**src/rtl/mips_ctrl_pkg.sv**
```systemverilog
// Shared definitions for the multi-cycle MIPS main control FSM:
// state encodings, opcodes, alu_op codes and datapath mux selects.
package mips_ctrl_pkg;

  typedef enum logic [3:0] {
    S_FETCH    = 4'd0,
    S_DECODE   = 4'd1,
    S_EXEC_R   = 4'd2,
    S_WB_R     = 4'd3,
    S_EXEC_I   = 4'd4,
    S_WB_I     = 4'd5,
    S_MEM_ADDR = 4'd6,
    S_MEM_RD   = 4'd7,
    S_WB_MEM   = 4'd8,
    S_MEM_WR   = 4'd9,
    S_BRANCH   = 4'd10,
    S_JUMP     = 4'd11,
    S_JAL      = 4'd12
  } state_t;

  localparam logic [5:0] OP_RTYPE = 6'h00;
  localparam logic [5:0] OP_J     = 6'h02;
  localparam logic [5:0] OP_JAL   = 6'h03;
  localparam logic [5:0] OP_BEQ   = 6'h04;
  localparam logic [5:0] OP_BNE   = 6'h05;
  localparam logic [5:0] OP_ADDI  = 6'h08;
  localparam logic [5:0] OP_ANDI  = 6'h0C;
  localparam logic [5:0] OP_ORI   = 6'h0D;
  localparam logic [5:0] OP_LUI   = 6'h0F;
  localparam logic [5:0] OP_LW    = 6'h23;
  localparam logic [5:0] OP_SW    = 6'h2B;

  // alu_op codes, also decoded by the ALU control block
  localparam logic [2:0] ALU_LUI   = 3'b000;
  localparam logic [2:0] ALU_OR    = 3'b001;
  localparam logic [2:0] ALU_AND   = 3'b010;
  localparam logic [2:0] ALU_SUB   = 3'b011;
  localparam logic [2:0] ALU_ADD   = 3'b100;
  localparam logic [2:0] ALU_RTYPE = 3'b111;

  localparam logic       SRCA_PC      = 1'b0;
  localparam logic       SRCA_REG     = 1'b1;
  localparam logic [1:0] SRCB_REG     = 2'b00;
  localparam logic [1:0] SRCB_FOUR    = 2'b01;
  localparam logic [1:0] SRCB_IMM     = 2'b10;
  localparam logic [1:0] SRCB_IMM_SH  = 2'b11;
  localparam logic [1:0] PCSRC_ALU    = 2'b00;
  localparam logic [1:0] PCSRC_ALUOUT = 2'b01;
  localparam logic [1:0] PCSRC_JUMP   = 2'b10;
  localparam logic [1:0] PCSRC_REGA   = 2'b11;
  localparam logic [1:0] DST_RT       = 2'b00;
  localparam logic [1:0] DST_RD       = 2'b01;
  localparam logic [1:0] DST_R31      = 2'b10;
  localparam logic [1:0] M2R_ALUOUT   = 2'b00;
  localparam logic [1:0] M2R_MDR      = 2'b01;
  localparam logic [1:0] M2R_PC       = 2'b10;

  // DECODE dispatch target; unknown opcodes fall back to FETCH
  function automatic state_t dispatch(input logic [5:0] op);
    case (op)
      OP_RTYPE:                         return S_EXEC_R;
      OP_LW, OP_SW:                     return S_MEM_ADDR;
      OP_ADDI, OP_ANDI, OP_ORI, OP_LUI: return S_EXEC_I;
      OP_BEQ, OP_BNE:                   return S_BRANCH;
      OP_J:                             return S_JUMP;
      OP_JAL:                           return S_JAL;
      default:                          return S_FETCH;
    endcase
  endfunction

  function automatic logic op_legal(input logic [5:0] op);
    return (op == OP_RTYPE) || (op == OP_LW) || (op == OP_SW) ||
           (op == OP_ADDI) || (op == OP_ANDI) || (op == OP_ORI) ||
           (op == OP_LUI) || (op == OP_BEQ) || (op == OP_BNE) ||
           (op == OP_J) || (op == OP_JAL);
  endfunction

  function automatic logic [2:0] imm_alu_op(input logic [5:0] op);
    case (op)
      OP_ANDI: return ALU_AND;
      OP_ORI:  return ALU_OR;
      OP_LUI:  return ALU_LUI;
      default: return ALU_ADD;
    endcase
  endfunction

endpackage

```
**src/rtl/mem_wait_timer.sv**
```systemverilog
// Memory wait counter with timeout compare. Counts cycles spent in a
// memory-wait state without mem_ready; o_expired flags the last allowed cycle.
module mem_wait_timer #(
  parameter int MEM_TIMEOUT = 16
) (
  input  logic clk,
  input  logic reset,
  input  logic i_active,
  input  logic i_restart,
  input  logic i_ready,
  output logic o_expired
);

  localparam int TMO_W = (MEM_TIMEOUT > 1) ? $clog2(MEM_TIMEOUT) : 1;
  localparam logic [TMO_W-1:0] LAST = TMO_W'(MEM_TIMEOUT - 1);

  logic [TMO_W-1:0] r_cnt;

  // clear on entry to a wait state, count idle cycles while waiting
  always_ff @(posedge clk or negedge reset) begin
    if (!reset) begin
      r_cnt <= '0;
    end else if (i_restart) begin
      r_cnt <= '0;
    end else if (i_active && !i_ready && (r_cnt != LAST)) begin
      r_cnt <= r_cnt + TMO_W'(1);
    end
  end

  assign o_expired = i_active && !i_ready && (r_cnt == LAST);

endmodule

```
**src/rtl/multicycle_control.sv**
```systemverilog
// Multi-cycle MIPS main control FSM (fetch/decode/execute/memory/writeback).
// Optional build macro RETIRE_COUNT_EN adds retired_o, a count of
// instructions that completed (illegal and timeout aborts excluded).
//
// state      | meaning
// FETCH    0 | read instruction at PC, PC+4 on mem_ready
// DECODE   1 | latch opcode, branch target into ALUOut, dispatch
// EXEC_R   2 | R-type ALU op, or jr redirect
// WB_R     3 | write rd from ALUOut
// EXEC_I   4 | immediate ALU op
// WB_I     5 | write rt from ALUOut
// MEM_ADDR 6 | effective address for lw/sw
// MEM_RD   7 | data read, wait for mem_ready
// WB_MEM   8 | write rt from MDR
// MEM_WR   9 | data write, wait for mem_ready
// BRANCH  10 | compare, conditional PC load from ALUOut
// JUMP    11 | PC <- jump target
// JAL     12 | PC <- jump target, r31 <- PC
module multicycle_control
  import mips_ctrl_pkg::*;
#(
  parameter int MEM_TIMEOUT = 16
) (
  input  logic       clk,
  input  logic       reset,
  input  logic [5:0] opcode_i,
  input  logic       jr_i,
  input  logic       zero_i,
  input  logic       mem_ready_i,
  output logic [2:0] alu_op_o,
  output logic       alu_src_a_o,
  output logic [1:0] alu_src_b_o,
  output logic [1:0] pc_source_o,
  output logic       pc_write_o,
  output logic       ir_write_o,
  output logic       i_or_d_o,
  output logic       mem_read_o,
  output logic       mem_write_o,
  output logic       reg_write_o,
  output logic [1:0] reg_dst_o,
  output logic [1:0] mem_to_reg_o,
  output logic       illegal_o,
  output logic       mem_timeout_o,
  output logic [3:0] state_o
`ifdef RETIRE_COUNT_EN
  ,
  output logic [31:0] retired_o
`endif
);

  state_t     r_state;
  state_t     w_next;
  logic [5:0] r_op;
  logic       r_illegal;
  logic       r_timeout;
  logic       w_illegal_set;
  logic       w_tmo_set;
  logic       w_expired;
  logic       w_waiting;
  logic       w_restart;

  assign w_waiting = r_state inside {S_FETCH, S_MEM_RD, S_MEM_WR};
  // a timeout re-entering FETCH counts as a fresh entry
  assign w_restart = (w_next inside {S_FETCH, S_MEM_RD, S_MEM_WR}) &&
                     ((w_next != r_state) || w_tmo_set);

  mem_wait_timer #(.MEM_TIMEOUT(MEM_TIMEOUT)) u_wait (
    .clk       (clk),
    .reset     (reset),
    .i_active  (w_waiting),
    .i_restart (w_restart),
    .i_ready   (mem_ready_i),
    .o_expired (w_expired)
  );

  // next-state selection; mem_ready wins over an expiring wait
  always_comb begin
    w_next        = S_FETCH;
    w_illegal_set = 1'b0;
    w_tmo_set     = 1'b0;
    case (r_state)
      S_FETCH: begin
        if (mem_ready_i)    w_next = S_DECODE;
        else if (w_expired) w_tmo_set = 1'b1;
        else                w_next = S_FETCH;
      end
      S_DECODE: begin
        w_next        = dispatch(opcode_i);
        w_illegal_set = !op_legal(opcode_i);
      end
      S_EXEC_R:   w_next = jr_i ? S_FETCH : S_WB_R;
      S_EXEC_I:   w_next = S_WB_I;
      S_MEM_ADDR: w_next = (r_op == OP_SW) ? S_MEM_WR : S_MEM_RD;
      S_MEM_RD: begin
        if (mem_ready_i)    w_next = S_WB_MEM;
        else if (w_expired) w_tmo_set = 1'b1;
        else                w_next = S_MEM_RD;
      end
      S_MEM_WR: begin
        if (mem_ready_i)    w_next = S_FETCH;
        else if (w_expired) w_tmo_set = 1'b1;
        else                w_next = S_MEM_WR;
      end
      default:    w_next = S_FETCH;
    endcase
  end

  // state register, opcode latch and sticky error flags
  always_ff @(posedge clk or negedge reset) begin
    if (!reset) begin
      r_state   <= S_FETCH;
      r_op      <= '0;
      r_illegal <= 1'b0;
      r_timeout <= 1'b0;
    end else begin
      r_state <= w_next;
      if (r_state == S_DECODE) r_op <= opcode_i;
      if (w_illegal_set)       r_illegal <= 1'b1;
      if (w_tmo_set)           r_timeout <= 1'b1;
    end
  end

  // Moore decode of datapath controls; FETCH/EXEC_R/BRANCH PC loads qualify on inputs
  always_comb begin
    alu_op_o     = ALU_LUI;
    alu_src_a_o  = SRCA_PC;
    alu_src_b_o  = SRCB_REG;
    pc_source_o  = PCSRC_ALU;
    pc_write_o   = 1'b0;
    ir_write_o   = 1'b0;
    i_or_d_o     = 1'b0;
    mem_read_o   = 1'b0;
    mem_write_o  = 1'b0;
    reg_write_o  = 1'b0;
    reg_dst_o    = DST_RT;
    mem_to_reg_o = M2R_ALUOUT;
    case (r_state)
      S_FETCH: begin
        mem_read_o  = 1'b1;
        alu_src_b_o = SRCB_FOUR;
        alu_op_o    = ALU_ADD;
        // reset holds FETCH, so the load strobes are gated by the reset pin
        pc_write_o  = mem_ready_i & reset;
        ir_write_o  = mem_ready_i & reset;
      end
      S_DECODE: begin
        alu_src_b_o = SRCB_IMM_SH;
        alu_op_o    = ALU_ADD;
      end
      S_EXEC_R: begin
        alu_src_a_o = SRCA_REG;
        alu_op_o    = ALU_RTYPE;
        pc_write_o  = jr_i;
        pc_source_o = jr_i ? PCSRC_REGA : PCSRC_ALU;
      end
      S_WB_R: begin
        reg_write_o = 1'b1;
        reg_dst_o   = DST_RD;
      end
      S_EXEC_I: begin
        alu_src_a_o = SRCA_REG;
        alu_src_b_o = SRCB_IMM;
        alu_op_o    = imm_alu_op(r_op);
      end
      S_WB_I: reg_write_o = 1'b1;
      S_MEM_ADDR: begin
        alu_src_a_o = SRCA_REG;
        alu_src_b_o = SRCB_IMM;
        alu_op_o    = ALU_ADD;
      end
      S_MEM_RD: begin
        mem_read_o = 1'b1;
        i_or_d_o   = 1'b1;
      end
      S_WB_MEM: begin
        reg_write_o  = 1'b1;
        mem_to_reg_o = M2R_MDR;
      end
      S_MEM_WR: begin
        mem_write_o = 1'b1;
        i_or_d_o    = 1'b1;
      end
      S_BRANCH: begin
        alu_src_a_o = SRCA_REG;
        alu_op_o    = ALU_SUB;
        pc_source_o = PCSRC_ALUOUT;
        pc_write_o  = ((r_op == OP_BEQ) && zero_i) || ((r_op == OP_BNE) && !zero_i);
      end
      S_JUMP: begin
        pc_write_o  = 1'b1;
        pc_source_o = PCSRC_JUMP;
      end
      S_JAL: begin
        pc_write_o   = 1'b1;
        pc_source_o  = PCSRC_JUMP;
        reg_write_o  = 1'b1;
        reg_dst_o    = DST_R31;
        mem_to_reg_o = M2R_PC;
      end
      default: ;
    endcase
  end

  assign illegal_o     = r_illegal;
  assign mem_timeout_o = r_timeout;
  assign state_o       = r_state;

`ifdef RETIRE_COUNT_EN
  logic [31:0] r_retired;
  logic        w_retire;

  assign w_retire = (w_next == S_FETCH) && !w_tmo_set &&
                    (r_state inside {S_EXEC_R, S_WB_R, S_WB_I, S_WB_MEM,
                                     S_MEM_WR, S_BRANCH, S_JUMP, S_JAL});

  // count instructions that run to completion
  always_ff @(posedge clk or negedge reset) begin
    if (!reset)        r_retired <= '0;
    else if (w_retire) r_retired <= r_retired + 32'd1;
  end

  assign retired_o = r_retired;
`endif

endmodule

```
**config.mk**
```make
export PLATFORM = sky130hd
export DESIGN_NAME = multicycle_control
export DESIGN_NICKNAME = d
export VERILOG_FILES = /design/src/rtl/mips_ctrl_pkg.sv /design/src/rtl/mem_wait_timer.sv /design/src/rtl/multicycle_control.sv
export SDC_FILE = /design/constraint.sdc
export NUM_CORES = 1
export LEC_CHECK = 0
export CELL_PAD_IN_SITES_DETAIL_PLACEMENT = 1
export CELL_PAD_IN_SITES_GLOBAL_PLACEMENT = 1
export CORE_ASPECT_RATIO = 1.4
export CORE_MARGIN = 1.5
export CORE_UTILIZATION = 39
export CTS_CLUSTER_SIZE = 20
export DETAILED_ROUTE_END_ITERATION = 7
export PLACE_DENSITY_LB_ADDON = 0.1
export SLEW_MARGIN = 5
export SYNTH_ARGS = -nofsm -noshare
export SYNTH_HDL_FRONTEND = slang
export SYNTH_HIERARCHICAL = 1
export SYNTH_SLANG_ARGS = --single-unit
export TNS_END_PERCENT = 50
```
**constraint.sdc**
```tcl
create_clock -name clk -period 4.4 [get_ports clk]
set_input_delay 0.88 -clock clk [delete_from_list [all_inputs] [get_ports clk]]
set_output_delay 0.88 -clock clk [all_outputs]
set_load 0.05 [all_outputs]
```
# ---- Yosys cells after proc, flatten, opt, wreduce, memory -nomap -nowiden
# Cells that the tools add are included.
# Widths: inputs -> output; s select.
dict set report totals {
  reg_bits 16
  inputBits 11
}
dict set report classes {
  addsub 1
  n_eq_ne 33
  mux 29
  n_bitwise 1
  reduce_logical 38
}
# operator n
set op_table {}
lappend op_table {{$eq 6x4->1 const B} 7}
lappend op_table {{$eq 4x4->1 const B} 7}
lappend op_table {{$pmux 4 s7} 1}
lappend op_table {{$eq 6x3->1 const B} 4}
lappend op_table {{$mux 4} 6}
lappend op_table {{$pmux 4 s6} 1}
lappend op_table {{$eq 4x3->1 const B} 5}
lappend op_table {{$eq 6x6->1 const B} 3}
lappend op_table {{$eq 6x2->1 const B} 2}
lappend op_table {{$logic_or 1x1->1} 12}
lappend op_table {{$pmux 2 s3} 2}
lappend op_table {{$pmux 3 s4} 1}
lappend op_table {{$reduce_or 2->1} 6}
lappend op_table {{$reduce_or 4->1} 3}
lappend op_table {{$mux 1} 11}
lappend op_table {{$pmux 3 s3} 1}
lappend op_table {{$eq 4x2->1 const B} 2}
lappend op_table {{$logic_not 4->1} 2}
lappend op_table {{$pmux 2 s2} 2}
lappend op_table {{$logic_and 1x1->1} 6}
lappend op_table {{$logic_not 6->1} 1}
lappend op_table {{$reduce_bool 3->1} 2}
lappend op_table {{$reduce_or 3->1} 2}
lappend op_table {{$add 4x1->4 const B} 1}
lappend op_table {{9 further kinds} 12}

# ---- Logic depth before layout (Yosys ltp)
# Gate-level depths: netlist of run 1.
dict set report depth {
  word_depth 13
  depth_mapped 15
}

# ---- Hierarchy
# Netlist of run 1, hierarchy kept.
# mod instances cells_per_inst area_each_um2 seq_area_each_um2
set modules_own_cells {}
lappend modules_own_cells {multicycle_control 1 135 1116.1 300.3}
lappend modules_own_cells {mem_wait_timer 1 24 249.0 100.1}

# ---- Worst setup path before layout of run 1
# Ideal clock, no wire load.
dict set report synth_path {
  path_kind {register to register}
  startpoint {register r_state[2] (netlist: state_o[2])}
  endpoint {register u_wait.r_cnt[0]}
  t_arrival_ns 3.944
  t_required_ns 4.275
  path_slack_ns 0.331
  path_stages_with_launch 16
  n_path_buf 2
  period_less_slack_ns 4.069
  cell_sequence {dfrtp_1 buf_4 clkbuf_1 nand3_1 a21oi_1 or2_2 nand2b_4 nor2_1 or2_2 o31ai_1 a221oi_2 a2bb2oi_1 o211ai_1 a21oi_1 nor2_1 mux2_2}
}
dict set report synth_via {
  elab_chain_cells 11
  word_cells_on_any_way 29
  classes_between {eq/ne (9); mux (9); reduce/logical (11)}
}
# item line
set synth_rtl {}
lappend synth_rtl {{start, declared} multicycle_control.sv:51} ;# state_t r_state;
lappend synth_rtl {{start signal, assigned} multicycle_control.sv:116} ;# r_state <= w_next;
lappend synth_rtl {{$eq 4x3->1 (tied with other cells)} multicycle_control.sv:62} ;# assign w_waiting = r_state inside {S_FETCH, S_MEM_RD, S_MEM_WR};
lappend synth_rtl {{$reduce_bool 3->1 *} multicycle_control.sv:62}
lappend synth_rtl {{net w_waiting} multicycle_control.sv:59} ;# logic w_waiting;
lappend synth_rtl {{$logic_and 1x1->1 * (2 in a row)} mem_wait_timer.sv:30} ;# assign o_expired = i_active && !i_ready && (r_cnt == LAST);
lappend synth_rtl {{net w_expired} multicycle_control.sv:58} ;# logic w_expired;
lappend synth_rtl {{$mux 4 or $mux 3 (tied branches)} {multicycle_control.sv:101, multicycle_control.sv:96}}
lappend synth_rtl {{$mux 4, on equally long branches} {multicycle_control.sv:100, multicycle_control.sv:95}}
lappend synth_rtl {{$pmux 4 s7} multicycle_control.sv:81} ;# case (r_state)
lappend synth_rtl {{$eq 4x3->1 (tied with other cells)} multicycle_control.sv:64} ;# assign w_restart = (w_next inside {S_FETCH, S_MEM_RD, S_MEM_WR}) &&
lappend synth_rtl {{$reduce_bool 3->1 or $logic_or 1x1->1 (tied branches)} {multicycle_control.sv:64, multicycle_control.sv:65}}
lappend synth_rtl {{$logic_and 1x1->1 *} multicycle_control.sv:64}
lappend synth_rtl {{net w_restart} multicycle_control.sv:60} ;# logic w_restart;
lappend synth_rtl {{$mux 4 or $reduce_bool 2->1 (tied branches)} --}
lappend synth_rtl {{end signal, assigned} mem_wait_timer.sv:26} ;# r_cnt <= r_cnt + TMO_W'(1);
lappend synth_rtl {{end, declared} mem_wait_timer.sv:17} ;# logic [TMO_W-1:0] r_cnt;
# The timed path passes the listed nets; every way through them passes the cells marked *.
# A chain may end at the register's enable or synchronous reset.

# ---- Final worst setup path of run 1
dict set report layout_path {
  startpoint {register r_state[0] (netlist: state_o[0])}
  endpoint {register u_wait.r_cnt[0]}
}
# Same word-level chain as after synthesis.

==> results of run 1 <==
registers in the layout (all words and copies together) (netlist names):
signal         count
u_wait/r_cnt       4
r_op               6
illegal_o          1
mem_timeout_o      1
state_o            4
layer usage:
layer  part of all wire (%)  global-route usage [%]  wire length (um)
met5                      0                       0                 0
met4                    2.1                    7.69                82
met2                     52                    41.3              2060
met1                     43                    27.6              1710
met3                    2.9                    3.07               117
worst reg2reg max path, stage by stage (launching register included):
cell	delay, ps
dfrtp_1	620
or3_1	470
a21oi_1	230
or2_2	190
nand2b_4	80
nor2_1	240
or2_2	190
o31ai_1	80
a221oi_2	320
a2bb2oi_1	260
o211ai_1	130
a21oi_1	400
nor2_1	90
mux2_2	270
power by group:
group / switching [mW] / internal, mW
Clock: 0.0525 / 0.0795
Sequential: 0.0806 / 0.192
Combinational: 0.356 / 0.235
metrics by stage:
stage	utilization, %	hold slack, ps
floorplan	-	488
global placement	51.4	454
detailed placement	51.4	456
CTS	53.0	476
global route	53.0	486
finish	53.0	474
placed cells by master, fill, tap and decap left out, drive strengths merged, types with 4 or more instances in the layout:
cell	synthesis	final
clkdlybuf4s50	0	34
nor2	16	16
dfrtp	16	16
nand2b	10	10
nor2b	9	9
nand2	8	8
nor3	8	8
mux2	6	6
inv	6	6
nand3	5	5
o21ai	5	5
or2	5	5
a21oi	4	4
nand4b	4	4
clkbuf	3	4
kinds of logic (layout without fill, tap and decap cells):
kind of cell,Yosys count,count (layout)
AO/OA/AOI/OAI,33,33
AND/OR/NAND/NOR,81,81
multiplexers,9,9
buffers and inverters,15,46
XOR/XNOR,4,4
adder cells (fa/ha/maj),1,1
flip-flops,16,16
area by class of cell:
class	count	area, um^2
flip-flops and latches	16	400
clock buffers	4	55.1
inverters	6	22.5
repair buffers	36	355
multi-input cells	128	892
well taps	40	50.0
fillers	401	1570
final timing paths:
check / end / slack (ps) / cells after the start
worst max-delay path: u_wait/r_cnt[0] / 720 / 13
worst min-delay path: illegal_o / 470 / 1
worst max register to register: u_wait/r_cnt[0] / 720 / 13
worst min register to register: illegal_o / 470 / 1
max in group asynchronous: state_o[1] / 3170 / 2
min in group asynchronous: state_o[2] / 1050 / 2
==> flow_metrics.tcl, run 1 <==
set metrics [dict create \
    postCtsSetupBuffers 0 \
    cts_root_buffer "clkbuf_8" \
    synth_mux_area_share_pct 7.15 \
    clock.fmax_mhz 271 \
    grt_setup_unrepaired "no" \
    via_per_inst 5.85 \
    power_mw 0.995 \
    gp_congestion 0.780 \
    worst_setup_path_start_kind "flip-flop" \
    yosysWarnings 6 \
    placementRows 25 \
    port_buffers 34 \
    synth_compound_area_share_pct 17.8 \
    cp.arrival_ps 3820 \
    synth_flop_cell "dfrtp_1" \
    netlist_instances 159 \
    drive_above_1_share_pct 12.6 \
    setup_violations 0 \
    antenna_found_initial 0 \
    grt_overflow_total 0 \
    synth_cell_types 54 \
    cap_violations 0 \
    hold_start "illegal_o" \
    initial_core_util_pct 40.8 \
    clk_latency_ps 250 \
    finalInstanceArea_mm2 0.00178 \
    die_height_um 73 \
    fin_crit_ps 3680 \
    clock-sinks 16 \
    stdcell_count 230 \
    nets 203 \
    synth_seq_area_share_pct 29.3 \
    critPathRequiredTime_ps 4540 \
    placedCellCount 226 \
    fp.dieW_um 53 \
    fin_ws_ps 717 \
    crit_buf_inv 0 \
    netlist_top_cells_count "dfrtp_1 (16), nor2_1 (16), nand2b_1 (9)" \
    end_kind "flip-flop" \
    grt_pass1_wl_um 6700 \
    slowest_stage "dfrtp_1" \
    drtIter0Drc 33 \
    syn_area_mm2 0.00137 \
    placed_area_mm2 0.00172 \
    path_clk_slew_ps 60 \
    yosys_register_bits 16 \
    dr.pass1.iters 4 \
    final.setup.tns_ps 0 \
    hold_viol 0 \
    worstSetupStartpoint "state_o[0]" \
    antennaDiodeCount 0 \
    slowest_delay_ps 620 \
    wire_per_inst_um 17.3 \
    synth_xor_area_share_pct 2.57 \
    die_area_mm2 0.00387 \
    synth-async-reset-ratio_pct 100 \
    pin_count 35 \
    timing.final.crit_share_pct 83.7 \
    vias 1346 \
    cts_resized 0 \
    worstPathCellList "or3_1 > a21oi_1 > or2_2 > nand2b_4 > nor2_1 > or2_2 > o31ai_1 > a221oi_2 > a2bb2oi_1 > o211ai_1 > a21oi_1 > nor2_1 > mux2_2" \
    crit_type "flip-flop to flip-flop" \
    hpwl_um 3060 \
    detail_route.drc_violations 0 \
    synthAdderAreaFrac_pct 0.917 \
    grt_pass1_vias 1364 \
    hold_class "flip-flop to flip-flop" \
    synth_area_leaders "dfrtp_1 (29%), mux2_2 (4.9%), nor2_1 (4.4%), nand2b_1 (4.1%), nor2b_1 (3.7%)" \
    power_density_mw_per_mm2 560 \
    synthSimpleGateAreaFrac_pct 36.9 \
    cts_tree "done" \
    track_usage_pct 23.0 \
    cts_buffers 3 \
    p_leak_nw 0.715 \
    synth_top_cell_area_share_pct 29.3 \
    synthesis.nets 171 \
    synth_edf_count 0 \
    critPathTopFamily "compound AO/OA/AOI/OAI gates" \
    wirelength_um 3970 \
    outcome "completed" \
    drv_slew 0 \
    vdd.ir_drop.worst_mv 0.338 \
    pre_cts_slack_ps 610 \
    yosysTopAreaCell "dfrtp_1" \
    tightest_slew_ps 654 \
    syn2layout_area_growth_pct 30.1 \
    relSlewSlack_pct 56.4 \
    core_mm2 0.00335 \
    critPathMaxFanout 18 \
    worstReg2RegStart "state_o[0]" \
    fin_skew_ps 2.22 \
    ant_nets 0 \
    synth_top_family_by_area "simple AND/OR/NAND/NOR gates" \
    cts_max_level 1 \
    cts_hold_buf 0 \
    synth_area_per_cell_um2 8.59 \
    clockBufferDepth 2 \
    grt_max_degree 25 \
]
Note: power is estimated with default switching activity, not from simulation.
==> run 2, diff against run 1 <==
--- a/config.mk
+++ b/config.mk
@@ -9,7 +9,7 @@
 export CELL_PAD_IN_SITES_GLOBAL_PLACEMENT = 1
 export CORE_ASPECT_RATIO = 1.4
 export CORE_MARGIN = 1.5
-export CORE_UTILIZATION = 39
+export CORE_UTILIZATION = 36
 export CTS_CLUSTER_SIZE = 20
 export DETAILED_ROUTE_END_ITERATION = 7
 export PLACE_DENSITY_LB_ADDON = 0.1
==> constraint.sdc (replaced) <==
create_clock -name clk -period 3.74 [get_ports clk]
set_input_delay 0.748 -clock clk [delete_from_list [all_inputs] [get_ports clk]]
set_output_delay 0.748 -clock clk [all_outputs]
set_load 0.05 [all_outputs]
==> run 2 against run 1 <==
Utilization down 3.3 points. Final area up 2.2%. Final cell count up 2.6%. Die area up 7.9%. Combinational power up 28%. First-iteration DRC count down 30%. Critical path type is now flip-flop to output pin. Critical path depth down 8. Count of clock-buffer cells in the layout unchanged. Sequential cell count unchanged. Hold slack worse by 3.8 ps. Power up 19%.
==> flow_metrics.tcl, run 2 (same netlist as run 1, synthesis figures left out) <==
set metrics [dict create \
    tightest_slew_ps 594 \
    vias 1341 \
    timing.final.crit_share_pct 90.1 \
    cts_resized 0 \
    worstPathCellList "buf_4 > nor2b_1 > nand4_1 > o22ai_1 > clkdlybuf4s50_1" \
    cp.arrival_ps 2620 \
    dr.pass1.iters 4 \
    critPathMaxFanout 12 \
    initial_core_util_pct 37.5 \
    p_leak_nw 0.741 \
    power_mw 1.18 \
    cts_buffers 3 \
    antennaDiodeCount 0 \
    die_height_um 75.9 \
    worst_setup_path_start_kind "flip-flop" \
    stdcell_count 236 \
    slowest_stage "clkdlybuf4s50_1" \
    cts_hold_buf 0 \
    final.setup.tns_ps 0 \
    path_clk_slew_ps 60 \
    grt_overflow_total 0 \
    core_mm2 0.00364 \
    final_common_cell "clkdlybuf4s50_1" \
    grt_pass1_vias 1341 \
    crit_buf_inv 2 \
    crit_type "flip-flop to output pin" \
    cts_max_level 1 \
    cts_tree "done" \
    critPathTopFamily "buffers and inverters" \
    final_cell_mix "clkdlybuf4s50_1 (32), nor2_1 (16), dfrtp_1 (16)" \
    hold_class "flip-flop to flip-flop" \
    placed_area_mm2 0.00176 \
    r2r_slack_ps 450 \
    end_kind "output pin" \
    drive_above_1_share_pct 16.0 \
    pin_count 35 \
    clk_latency_ps 250 \
    largest_reg_flops 6 \
    clockBufferDepth 2 \
    power_density_mw_per_mm2 652 \
    track_usage_pct 21.1 \
    finalInstanceArea_mm2 0.00181 \
    fin_crit_ps 3370 \
    critPathRequiredTime_ps 2990 \
    hold_ws_ps 470 \
    nFillCells 436 \
    grt_pass1_wl_um 6410 \
    drtIter0Drc 23 \
    fin_skew_ps 1.79 \
    clock.fmax_mhz 297 \
    syn2layout_area_growth_pct 32.9 \
    postCtsSetupBuffers 0 \
    gp_congestion 0.769 \
    ant_nets 0 \
    relSlewSlack_pct 60.2 \
    hpwl_um 3110 \
    nets 207 \
    via_per_inst 5.68 \
    port_buffers 34 \
    cts_root_buffer "clkbuf_8" \
    cap_violations 0 \
    drv_slew 0 \
    grt_setup_unrepaired "no" \
    fp.dieW_um 55.0 \
    setup_violations 0 \
    hold_viol 0 \
    grt_max_degree 24 \
    clock-sinks 16 \
    antenna_found_initial 0 \
    die_area_mm2 0.00418 \
    placementRows 26 \
    detail_route.drc_violations 0 \
    vdd.ir_drop.worst_mv 0.383 \
    top_register "r_op" \
    wirelength_um 3860 \
    outcome "completed" \
    slowest_delay_ps 820 \
    placedCellCount 232 \
    wire_per_inst_um 16.4 \
]
## run 2: cell count changes in the layout (fill, tap and decap cells not counted)
cell / before / now
a21oi_1: 4 / 3
a21oi_4: 0 / 1
buf_4: 2 / 8
clkdlybuf4s50_1: 34 / 32
## run 2: power by group
group | internal, mW | total (mW) | switching [mW]
Clock | 0.0934 | 0.152 | 0.0588
Sequential | 0.226 | 0.276 | 0.0499
Combinational | 0.294 | 0.754 | 0.460
## run 2: metrics by stage
stage,util (%),setup WS [ps]
3_5_place_dp,48.3,422
3_3_place_gp,48.3,546
2_1_floorplan,-,144
5_1_grt,49.8,228
4_1_cts,49.8,378
6_report,49.8,369
## run 2: final cells by class
cell class                      instances  area, um^2  share of cell area [%]
Multi-Input combinational cell        128         903                    49.8
Sequential cell                        16         400                    22.1
Timing Repair Buffer                   40         380                    21.0
Clock buffer                            4        55.1                    3.03
Tap cell                               42        52.6                    2.90
Inverter                                6        22.5                    1.24
## run 2: routing by layer
layer / up-vias / global-route usage, % / routed length (um)
met5: - / 0 / 0
met4: 0 / 6.50 / 48
met3: 5 / 1.96 / 91
met2: 25 / 38.5 / 2070
met1: 651 / 25.5 / 1650
li1: 660 / - / -
## run 2: worst paths after layout
path / from / endpoint / cells after the start
max: state_o[3] / alu_op_o[1] / 5
min: illegal_o / illegal_o / 1
max reg2reg: state_o[2] / u_wait/r_cnt[0] / 13
min reg2reg: illegal_o / illegal_o / 1
max in group asynchronous: reset / r_op[0] / 2
min in group asynchronous: reset / illegal_o / 2
## run 2: worst reg2reg max path, stage by stage, from the launching register on
cell and delay (ps):
dfrtp_1 410, buf_4 250, and4bb_2 290, or2_2 340, nand2b_4 120, nor2_1 90, or2_2 330, o31ai_1 280
a221oi_2 120, inv_1 90, o21ai_0 80, a21oi_1 390, nor2_1 110, mux2_2 280
==> run 3, diff against run 2 <==
--- a/config.mk
+++ b/config.mk
@@ -7,12 +7,14 @@
 export LEC_CHECK = 0
 export CELL_PAD_IN_SITES_DETAIL_PLACEMENT = 1
 export CELL_PAD_IN_SITES_GLOBAL_PLACEMENT = 1
-export CORE_ASPECT_RATIO = 1.4
+export CORE_ASPECT_RATIO = 0.9
 export CORE_MARGIN = 1.5
 export CORE_UTILIZATION = 36
 export CTS_CLUSTER_SIZE = 20
 export DETAILED_ROUTE_END_ITERATION = 7
+export HOLD_SLACK_MARGIN = 0.05
 export PLACE_DENSITY_LB_ADDON = 0.1
+export SKIP_LAST_GASP = 1
 export SLEW_MARGIN = 5
 export SYNTH_ARGS = -nofsm -noshare
 export SYNTH_HDL_FRONTEND = slang
==> run 3 against run 2 <==
Sequential share of layout area barely moved. Utilization fell by 0.54 points. Largest cell class unchanged. Highest routed layer unchanged. Non-clock buffer count fell by 1. Critical endpoint unchanged. Worst setup slack got worse by 61 ps. Combinational power fell by 1%.
==> flow_metrics.tcl, run 3 (same netlist as run 1, synthesis figures left out) <==
set metrics [dict create \
    cp.arrival_ps 2680 \
    cts_max_level 1 \
    end_kind "output pin" \
    p_int_mw 0.612 \
    placementRows 21 \
    fin_crit_ps 3430 \
    clock_power_share_pct 13.2 \
    drive_above_1_share_pct 15.5 \
    postCtsSetupBuffers 0 \
    critPathMaxFanout 12 \
    hold_class "flip-flop to flip-flop" \
    detail_route.drc_violations 0 \
    hold_viol 0 \
    cts_root_buffer "clkbuf_8" \
    clk_latency_ps 250 \
    cap_violations 0 \
    crit_type "flip-flop to output pin" \
    die_height_um 61.4 \
    grt_pass1_vias 1303 \
    fp.dieW_um 67.9 \
    antenna_found_initial 0 \
    outcome "completed" \
    clockBufferDepth 2 \
    clock-sinks 16 \
    slowest_stage "clkdlybuf4s50_1" \
    pin_count 35 \
    power_density_mw_per_mm2 654 \
    vdd.ir_drop.worst_mv 0.220 \
    core_mm2 0.00368 \
    antennaDiodeCount 0 \
    path_clk_slew_ps 70 \
    via_per_inst 5.74 \
    power_frac_seq_pct 24.0 \
    worstPathCellList "buf_4 > nor2b_1 > nand4_1 > o22ai_1 > clkdlybuf4s50_1" \
    drv_slew 0 \
    p_switching_mw 0.573 \
    gp_congestion 0.867 \
    grt_overflow_total 0 \
    top_register "r_op" \
    cts_resized 0 \
    worst_setup_path_start_kind "flip-flop" \
    fin_skew_ps 2.72 \
    vias 1371 \
    critPathRequiredTime_ps 2990 \
    setup_violations 0 \
    nFillCells 446 \
    clock.fmax_mhz 291 \
    track_usage_pct 20.0 \
    largest_reg_flops 6 \
    wire_per_inst_um 16.6 \
    cts_hold_buf 0 \
    slowest_delay_ps 820 \
    final.setup.tns_ps 0 \
    hpwl_um 3120 \
    nets 206 \
    ant_nets 0 \
    comb_power_share_pct 62.8 \
    timing.final.crit_share_pct 91.8 \
    final_common_cell "clkdlybuf4s50_1" \
    dr.pass1.iters 4 \
    grt_max_degree 24 \
    syn2layout_area_growth_pct 32.7 \
    initial_core_util_pct 37.1 \
    tightest_slew_ps 616 \
    relSlewSlack_pct 58.8 \
    die_area_mm2 0.00417 \
    port_buffers 34 \
    wirelength_um 3960 \
    grt_setup_unrepaired "no" \
    drtIter0Drc 113 \
    hold_ws_ps 471 \
    sw_frac_of_total_pct 48.3 \
    grt_pass1_wl_um 6270 \
    p_leak_nw 0.736 \
    final_cell_mix "clkdlybuf4s50_1 (32), nor2_1 (16), dfrtp_1 (16)" \
    cts_tree "done" \
    cts_buffers 3 \
]
## run 3: metal layers
layer / routed length, um / global-route usage, % / part of all wire (%) / vias to the layer above
met4: 21 / 3.43 / 0.53 / 0
met2: 1940 / 34.9 / 49 / 38
met3: 186 / 2.93 / 4.7 / 4
met5: 0 / 0 / 0 / -
met1: 1810 / 27.0 / 46 / 669
li1: - / - / - / 660
## run 3: metrics by stage
| stage | std cells | total power [mW] | util [%] | setup slack (ps) | area (um^2) |
|---|---|---|---|---|---|
| after floorplan | 159 | 0.835 | - | 144 | 1380 |
| after global placement | 235 | 1.01 | 47.8 | 405 | 1760 |
| after detailed placement | 235 | 1.03 | 47.8 | 209 | 1760 |
| after CTS | 239 | 1.19 | 49.3 | 326 | 1810 |
| after global routing | 239 | 1.26 | 49.3 | 162 | 1810 |
| final | 239 | 1.19 | 49.3 | 308 | 1810 |
## run 3: final cells by class
cell class                 instances  area (um^2)  area share [%]
tap                               46         57.6            3.18
multi-input combinational        128          903            49.9
sequential                        16          400            22.1
inverter                           6         22.5            1.24
clock buffer                       4         55.1            3.04
timing repair buffer              39          373            20.6
## run 3: power groups by stage
stage                     sequential, mW  combinational, mW  clock [mW]
after floorplan                    0.300              0.535           0
after global placement             0.283              0.728           0
after detailed placement           0.287              0.747           0
after CTS                          0.284              0.749       0.160
after global routing               0.295              0.797       0.168
final                              0.284              0.744       0.157
## run 3: worst max-delay path, delay by kind of cell, from the launching register on
family	cells	cell delay (ps)
compound gates	1	170
simple gates	2	610
buf+inv	2	1070
flops	1	580
## run 3: final timing paths
kind	from	to	slack, ps	cells after the start
min	illegal_o	illegal_o	470	1
max in group asynchronous	reset	state_o[3]	2690	2
min reg2reg	illegal_o	illegal_o	470	1
max	state_o[2]	alu_op_o[1]	310	5
max reg2reg	state_o[2]	u_wait/r_cnt[0]	370	13
min in group asynchronous	reset	u_wait/r_cnt[0]	860	2
